<file path="config.mk">
export PLATFORM = sky130hd
export DESIGN_NAME = pila_retorno_flat
export DESIGN_NICKNAME = d
export VERILOG_FILES = /design/src/rtl/pila_retorno_if.sv /design/src/rtl/pila_retorno.sv /design/src/flat_wrapper.sv
export SDC_FILE = /design/constraint.sdc
export NUM_CORES = 1
export LEC_CHECK = 0
export ABC_AREA = 1
export CORE_MARGIN = 1
export CORE_UTILIZATION = 55
export DETAILED_ROUTE_END_ITERATION = 10
export PLACE_DENSITY_LB_ADDON = 0.08
export SYNTH_ARGS = -nofsm -noshare
export SYNTH_HDL_FRONTEND = slang
export SYNTH_SLANG_ARGS = --single-unit
</file>
<file path="constraint.sdc">
create_clock -name clk -period 6.8 [get_ports clk]
set_input_delay 0.68 -clock clk [delete_from_list [all_inputs] [get_ports clk]]
set_output_delay 0.68 -clock clk [all_outputs]
set_load 0.005 [all_outputs]
</file>
<file path="src/rtl/pila_retorno_if.sv">
// Bundle between the control unit/datapath and the return-address stack.
// The control unit side is the master; the stack itself is the slave.
interface pila_retorno_if #(
    parameter int WIDTH = 10,
    parameter int DEPTH = 16
);
    logic                     push;
    logic                     pop;
    logic                     clr_err;
    logic [WIDTH-1:0]         din;
    logic [WIDTH-1:0]         dout;
    logic [$clog2(DEPTH):0]   count;
    logic                     empty;
    logic                     full;
    logic                     ovf;
    logic                     unf;

    modport master (
        output push, pop, clr_err, din,
        input  dout, count, empty, full, ovf, unf
    );

    modport slave (
        input  push, pop, clr_err, din,
        output dout, count, empty, full, ovf, unf
    );
endinterface

</file>
<file path="src/rtl/pila_retorno.sv">
// Return-address stack for call/return: non-wrapping, depth-tracked, with
// sticky overflow/underflow flags and a zero-latency top-of-stack read.
module pila_retorno #(
    parameter int WIDTH = 10,
    parameter int DEPTH = 16
) (
    input  logic            clk,
    input  logic            reset,
    pila_retorno_if.slave   bus
);
    localparam int PW = $clog2(DEPTH);
    localparam int CW = PW + 1;

    logic [WIDTH-1:0] mem [DEPTH];
    logic [CW-1:0]    sp;
    logic             ovf_q;
    logic             unf_q;

    logic             is_empty;
    logic             is_full;
    logic [PW-1:0]    top_idx;
    logic             wr_en;
    logic [PW-1:0]    wr_addr;
    logic [CW-1:0]    sp_next;
    logic             ovf_set;
    logic             unf_set;

    assign is_empty = (sp == '0);
    assign is_full  = (sp == CW'(DEPTH));
    // At sp==DEPTH the low bits are zero, so the subtraction wraps to DEPTH-1.
    assign top_idx  = sp[PW-1:0] - PW'(1);

    always_comb begin
        wr_en   = 1'b0;
        wr_addr = sp[PW-1:0];
        sp_next = sp;
        ovf_set = 1'b0;
        unf_set = 1'b0;
        unique case ({bus.push, bus.pop})
            2'b10: begin
                if (is_full) begin
                    ovf_set = 1'b1;
                end else begin
                    wr_en   = 1'b1;
                    sp_next = sp + CW'(1);
                end
            end
            2'b01: begin
                if (is_empty) begin
                    unf_set = 1'b1;
                end else begin
                    sp_next = sp - CW'(1);
                end
            end
            2'b11: begin
                wr_en = 1'b1;
                if (is_empty) begin
                    // Unmatched return paired with a call: keep the call, flag the return.
                    wr_addr = '0;
                    sp_next = CW'(1);
                    unf_set = 1'b1;
                end else begin
                    wr_addr = top_idx;
                end
            end
            default: ;
        endcase
    end

    always_ff @(posedge clk) begin
        if (reset) begin
            sp    <= '0;
            ovf_q <= 1'b0;
            unf_q <= 1'b0;
        end else begin
            sp    <= sp_next;
            ovf_q <= ovf_set | (ovf_q & ~bus.clr_err);
            unf_q <= unf_set | (unf_q & ~bus.clr_err);
        end
    end

    // Storage is never cleared; an empty stack reads as zero instead.
    always_ff @(posedge clk) begin
        if (wr_en && !reset) begin
            mem[wr_addr] <= bus.din;
        end
    end

    assign bus.dout  = is_empty ? '0 : mem[top_idx];
    assign bus.count = sp;
    assign bus.empty = is_empty;
    assign bus.full  = is_full;
    assign bus.ovf   = ovf_q;
    assign bus.unf   = unf_q;
endmodule

</file>
<file path="src/flat_wrapper.sv">
// flat-port wrapper written by rule: the top's interface ports become plain ports
module pila_retorno_flat 
#(
    parameter int WIDTH = 10,
    parameter int DEPTH = 16
)
  (clk, reset, bus_push, bus_pop, bus_clr_err, bus_din, bus_dout, bus_count, bus_empty, bus_full, bus_ovf, bus_unf);
  pila_retorno_if #(.WIDTH(WIDTH), .DEPTH(DEPTH)) bus_i ();
  input  logic clk;
  input  logic reset;
  input wire logic [$bits(bus_i.push)-1:0] bus_push;
  input wire logic [$bits(bus_i.pop)-1:0] bus_pop;
  input wire logic [$bits(bus_i.clr_err)-1:0] bus_clr_err;
  input wire logic [$bits(bus_i.din)-1:0] bus_din;
  output wire logic [$bits(bus_i.dout)-1:0] bus_dout;
  output wire logic [$bits(bus_i.count)-1:0] bus_count;
  output wire logic [$bits(bus_i.empty)-1:0] bus_empty;
  output wire logic [$bits(bus_i.full)-1:0] bus_full;
  output wire logic [$bits(bus_i.ovf)-1:0] bus_ovf;
  output wire logic [$bits(bus_i.unf)-1:0] bus_unf;
  assign bus_i.push = bus_push;
  assign bus_i.pop = bus_pop;
  assign bus_i.clr_err = bus_clr_err;
  assign bus_i.din = bus_din;
  assign bus_dout = bus_i.dout;
  assign bus_count = bus_i.count;
  assign bus_empty = bus_i.empty;
  assign bus_full = bus_i.full;
  assign bus_ovf = bus_i.ovf;
  assign bus_unf = bus_i.unf;
  pila_retorno #(.WIDTH(WIDTH), .DEPTH(DEPTH)) u_core (.clk(clk), .reset(reset), .bus(bus_i));
endmodule
</file>
* After elaboration in Yosys (flattened, before gate mapping)
Memories as Yosys holds them, arrays and structs flattened.
Index checks and enable logic that the tools add are counted.
** Storage, ports and cells
- Bits in registers :: 7
- Bits in writable memories :: 160
- Bits of input ports :: 15
- Output and inout port bits :: 19
- Logic and storage cells :: 40
- Memories :: 1
** Cells by class
- Add/subtract/negate cells :: 3
- Eq/ne operators :: 7
- Muxes and demuxes :: 15
- Bitwise logic cells :: 5
- Reduce and logical (&&, ||, !) cells :: 6
** Memories
- u_core.mem :: words 16, bits a word 10, rd ports 1, clocked after Yosys merged registers in 0, write ports 1, line pila_retorno.sv:14 : logic [WIDTH-1:0] mem [DEPTH];
** Operator list (count)
- $mux 5 :: 3
- $pmux 5 s3 :: 1
- $mux 10 :: 1
- $mux 4 :: 2
- $mux 1 :: 7
- $add 5x1->5 const B :: 1
- $eq 5x5->1 const B :: 1
- $logic_not 5->1 :: 1
- $sub 5x1->5 const B :: 1
- $eq 2x2->1 const B :: 2
- $ne 2x2->1 const B :: 2
- $reduce_and 4->1 :: 1
- $sub 4x1->4 const B :: 1
- $reduce_bool 3->1 :: 1
- $and 1x1->1 :: 2
- $eq 2x1->1 const B :: 1
- $ne 2x1->1 const B :: 1
- $or 1x1->1 :: 2
- $pmux 1 s2 :: 1
- $reduce_or 2->1 :: 1
- $logic_and 1x1->1 :: 1
- $logic_not 1->1 :: 1
- $not 1->1 :: 1

* Depth between registers and ports, before layout
- Depth in word-level cells :: 6
- Depth in mapped cells :: 13
- Gate-level depth less buffers :: 12

* Least setup slack after synthesis
OpenSTA, ideal clock, no wires.
- Path type :: flip-flop to output port
- Start :: reg u_core.sp[0] (netlist: u_core.bus.count[0])
- End :: out bus_dout[7]
- Data arrival time :: 2121 ps
- Required time :: 6120 ps
- Slack :: 3999 ps
- Cell stages (with the launch flop) :: 13
- Path buffers :: 5
- Cells stage by stage :: dfxtp_1 > inv_1 > buf_4 > clkbuf_1 > ha_1 > buf_2 > inv_1 > buf_2 > buf_2 > a21oi_1 > a21oi_1 > a21oi_1 > nor2_1
** Between the ends
- Word-level cells in the longest chain between the ends :: 3
- Elaborated cells between the ends (all ways) :: 4
- Those cells by class :: add/sub (1); mux (1); reduce/logical (1); memory (1)
** RTL lines
- start: declaration :: line pila_retorno.sv:15 : logic [CW-1:0] sp;
- start signal: assignment :: line pila_retorno.sv:76 : sp <= sp_next;
- $sub 4x1->4 :: line pila_retorno.sv:31 : assign top_idx = sp[PW-1:0] - PW'(1);
- $mem_v2 16x10
- $mux 10 * :: line pila_retorno.sv:89 : assign bus.dout = is_empty ? '0 : mem[top_idx];
- end: declaration :: line flat_wrapper.sv:15 : output wire logic [$bits(bus_i.dout)-1:0] bus_dout;
Mark *: on every way between the ends. The rest lies on a longest branch, timed or not.

* Final worst setup path
- Start :: reg u_core.sp[1] (netlist: u_core.bus.count[1])
- End :: out bus_dout[8]
Same word-level chain as after synthesis.

==> metrics <==
met2 wire length 7.57 mm; EDFF count, synth 160; Final Hold Fails 0; Crit Path Class flip-flop to primary output; Synth Register Bits 167; hold wc startpoint u_core.bus.ovf; Initial Utilization 0.565; biggest area consumer among synthesized cells edfxtp_1; CP Cell Sequence inv_1, ha_1, inv_1, buf_4, nor2_1, o21ai_0, nand3_1, nand3_2, a21oi_2, clkdlybuf4s50_1; final net count 693; DRC 0; clk root buf clkbuf_16; htree depth 4; RSZ-0062 raised after global routing no; Arr. time, crit path 4.34 ns; clock skew 0.00630 ns; Cell Pwr Density 345 nW/µm²; Mapped Area 7150 µm²; most frequent cell after synthesis nand2_1; Hold Worst Slack 0.464 ns; Rel. slew slack 0.214; GP Congestion 0.838; FF-to-FF Start u_core.bus.count[0]; reg2reg setup slack 3.19 ns; Initial DRT Pass Iterations 5; CP endpoint kind primary output; initial antenna violation count 0; CP bufs+invs 4; WL final 15.8 mm; wl on met1 7.18 mm; Antenna Nets Post-Route 0; R2R depth 10; placed insts 825; Worst path most repeated cell inv_1; Ys Warns 0; top cell type's share of synthesized area 0.672; number of non-filler instances in the completed layout 857; setup bufs post-CTS 0; crit-path max FO 34; fmax 199 MHz; overall power 2.80 mW; Async SR Flop Fraction 0; vias 4789; CP Launch Type flip-flop; Max-Cap Viols 0; post-cts resize count 0; core area 12700 µm²; Syn-to-layout area delta 13.5%; die area 13500 µm²; hpwl dp 9.74 mm; Hold Path End u_core.bus.ovf; Worst Max-Slew Pin Slew 1.18 ns; share of cells above drive strength 1 0.0774; antenna diode count 0; vias in the first global route 4452; WL met3 881 µm; final worst path period need 5.02 ns; vias per cell 5.59; Critical Path RT 6.12 ns; peak supply drop 0.000177 V; CTS tree yes; Tcrit/Tclk final 0.738; Reg clk slew, reported paths 0.06 ns; GRT Util Overall 0.256; gr ovfl total 0; leakage 2.95 nW; hold_buf cts 0; Clock Path Buffers 2; top sig layer met4; synthesized net count 671; syn avg cell area 11.0 µm²; status completed; endpoints failing setup 0; Mapped Cells 650; Hold Path Cell Cnt 2; sequential share of the synthesized area 0.691; HP Class flip-flop to flip-flop; top post-synthesis cells by area edfxtp_1 67%, nand2_1 9.7%, nand3_1 7.6%, nor2_1 3.0%, a21oi_1 2.4%; # IOs 34; Synth top cells by count 184 x nand2_1, 160 x edfxtp_1, 108 x nand3_1, 57 x nor2_1, 35 x a21oi_1; ys flop type edfxtp_1; Final TNS setup 0 ns; critical path's slowest cell ha_1; global-route wire length before repair 24.4 mm; Util after Layout 0.641; Iter 0 DRT Violations 431; max-slew violations 0; Chip Height 116 µm; R2R Path End u_core.mem[7][6]; Netlist cell types 26; Die W 116 µm; delay-heaviest family, CP buffers and inverters; CTS sink cnt 167; post-DR wirelength/cell 18.4 µm; largest net degree at the start of global routing 87; CTS Buf Count 17; Worst-Skew Late Latency 0.42 ns; Cell Rows 41; CP max stage delay 1.10 ns; IO buf count 33
final cells by class:
cell class | count | area (µm²)
sequential | 167 | 4950
fill | 1014 | 4550
multi-input combinational | 423 | 1950
clock buffer | 20 | 437
timing repair buffer | 37 | 360
tap | 172 | 215
clock inverter | 12 | 110
inverter | 26 | 97.6
layer usage:
| layer | GRT usage | up-vias |
|---|---|---|
| met5 | 0 | - |
| met4 | 0.0829 | 0 |
| met3 | 0.0471 | 17 |
| met2 | 0.402 | 164 |
| met1 | 0.365 | 2310 |
| li1 | - | 2298 |
cell usage in the layout (no fill, tap or decap), types with 4 or more instances in the layout:
master	synthesis	final
nand2_1	184	184
edfxtp_1	160	160
nand3_1	108	108
nor2_1	57	57
a21oi_1	35	35
clkdlybuf4s50_1	0	33
inv_1	19	18
clkbuf_16	0	17
o21ai_0	9	9
inv_2	7	8
dfxtp_1	7	6
ha_1	5	5
clkinv_2	0	4
clkinv_1	0	4
buf_4	2	4
power by group:
part	internal [mW]	leakage [nW]	switching, mW
clock network	0.532	0.264	0.360
logic	0.259	1.19	0.478
registers	1.16	1.50	0.0125
kinds of logic (layout without fill, tap and decap cells):
family,after synthesis,after routing,synth area share
AND/OR/NAND/NOR,362,362,0.215
buffers and inverters,60,95,0.0359
flip-flops,167,167,0.691
XOR/XNOR,4,4,0.00805
AO/OA/AOI/OAI,51,51,0.0383
adder cells (fa/ha/maj),6,6,0.0115
metrics by stage:
stage	setup WS (ns)	area, µm²
after floorplan	4.00	7150
after global routing	1.48	8120
after CTS	1.76	8120
final	1.78	8120
after detailed placement	2.24	7570
after global placement	2.31	7570
worst register-to-register path, stage by stage, from the launching register on:
cell	delay, ns
dfxtp_2	0.32
inv_2	0.05
buf_4	0.73
ha_1	0.33
xnor2_2	0.06
buf_4	0.25
inv_2	0.25
a21oi_1	0.10
nor2_1	0.16
nand2_1	0.13
nor2_1	0.85
state kept, by name (all words and copies together) (netlist names):
signal and count:
u_core.bus.ovf 1, u_core.bus.count 5, u_core.mem 160, u_core.bus.unf 1
worst max path at each step:
stage	from	endpoint	depth (start not counted)
2_1_floorplan	u_core.bus.count[0]	bus_dout[7]	12
3_3_place_gp	u_core.bus.count[1]	bus_dout[8]	10
3_5_place_dp	u_core.bus.count[1]	bus_dout[8]	10
4_1_cts	u_core.bus.count[1]	bus_dout[8]	10
5_1_grt	u_core.bus.count[1]	bus_dout[8]	10
6_report	u_core.bus.count[1]	bus_dout[8]	10
No activity file was read; power rests on OpenSTA's default activity.
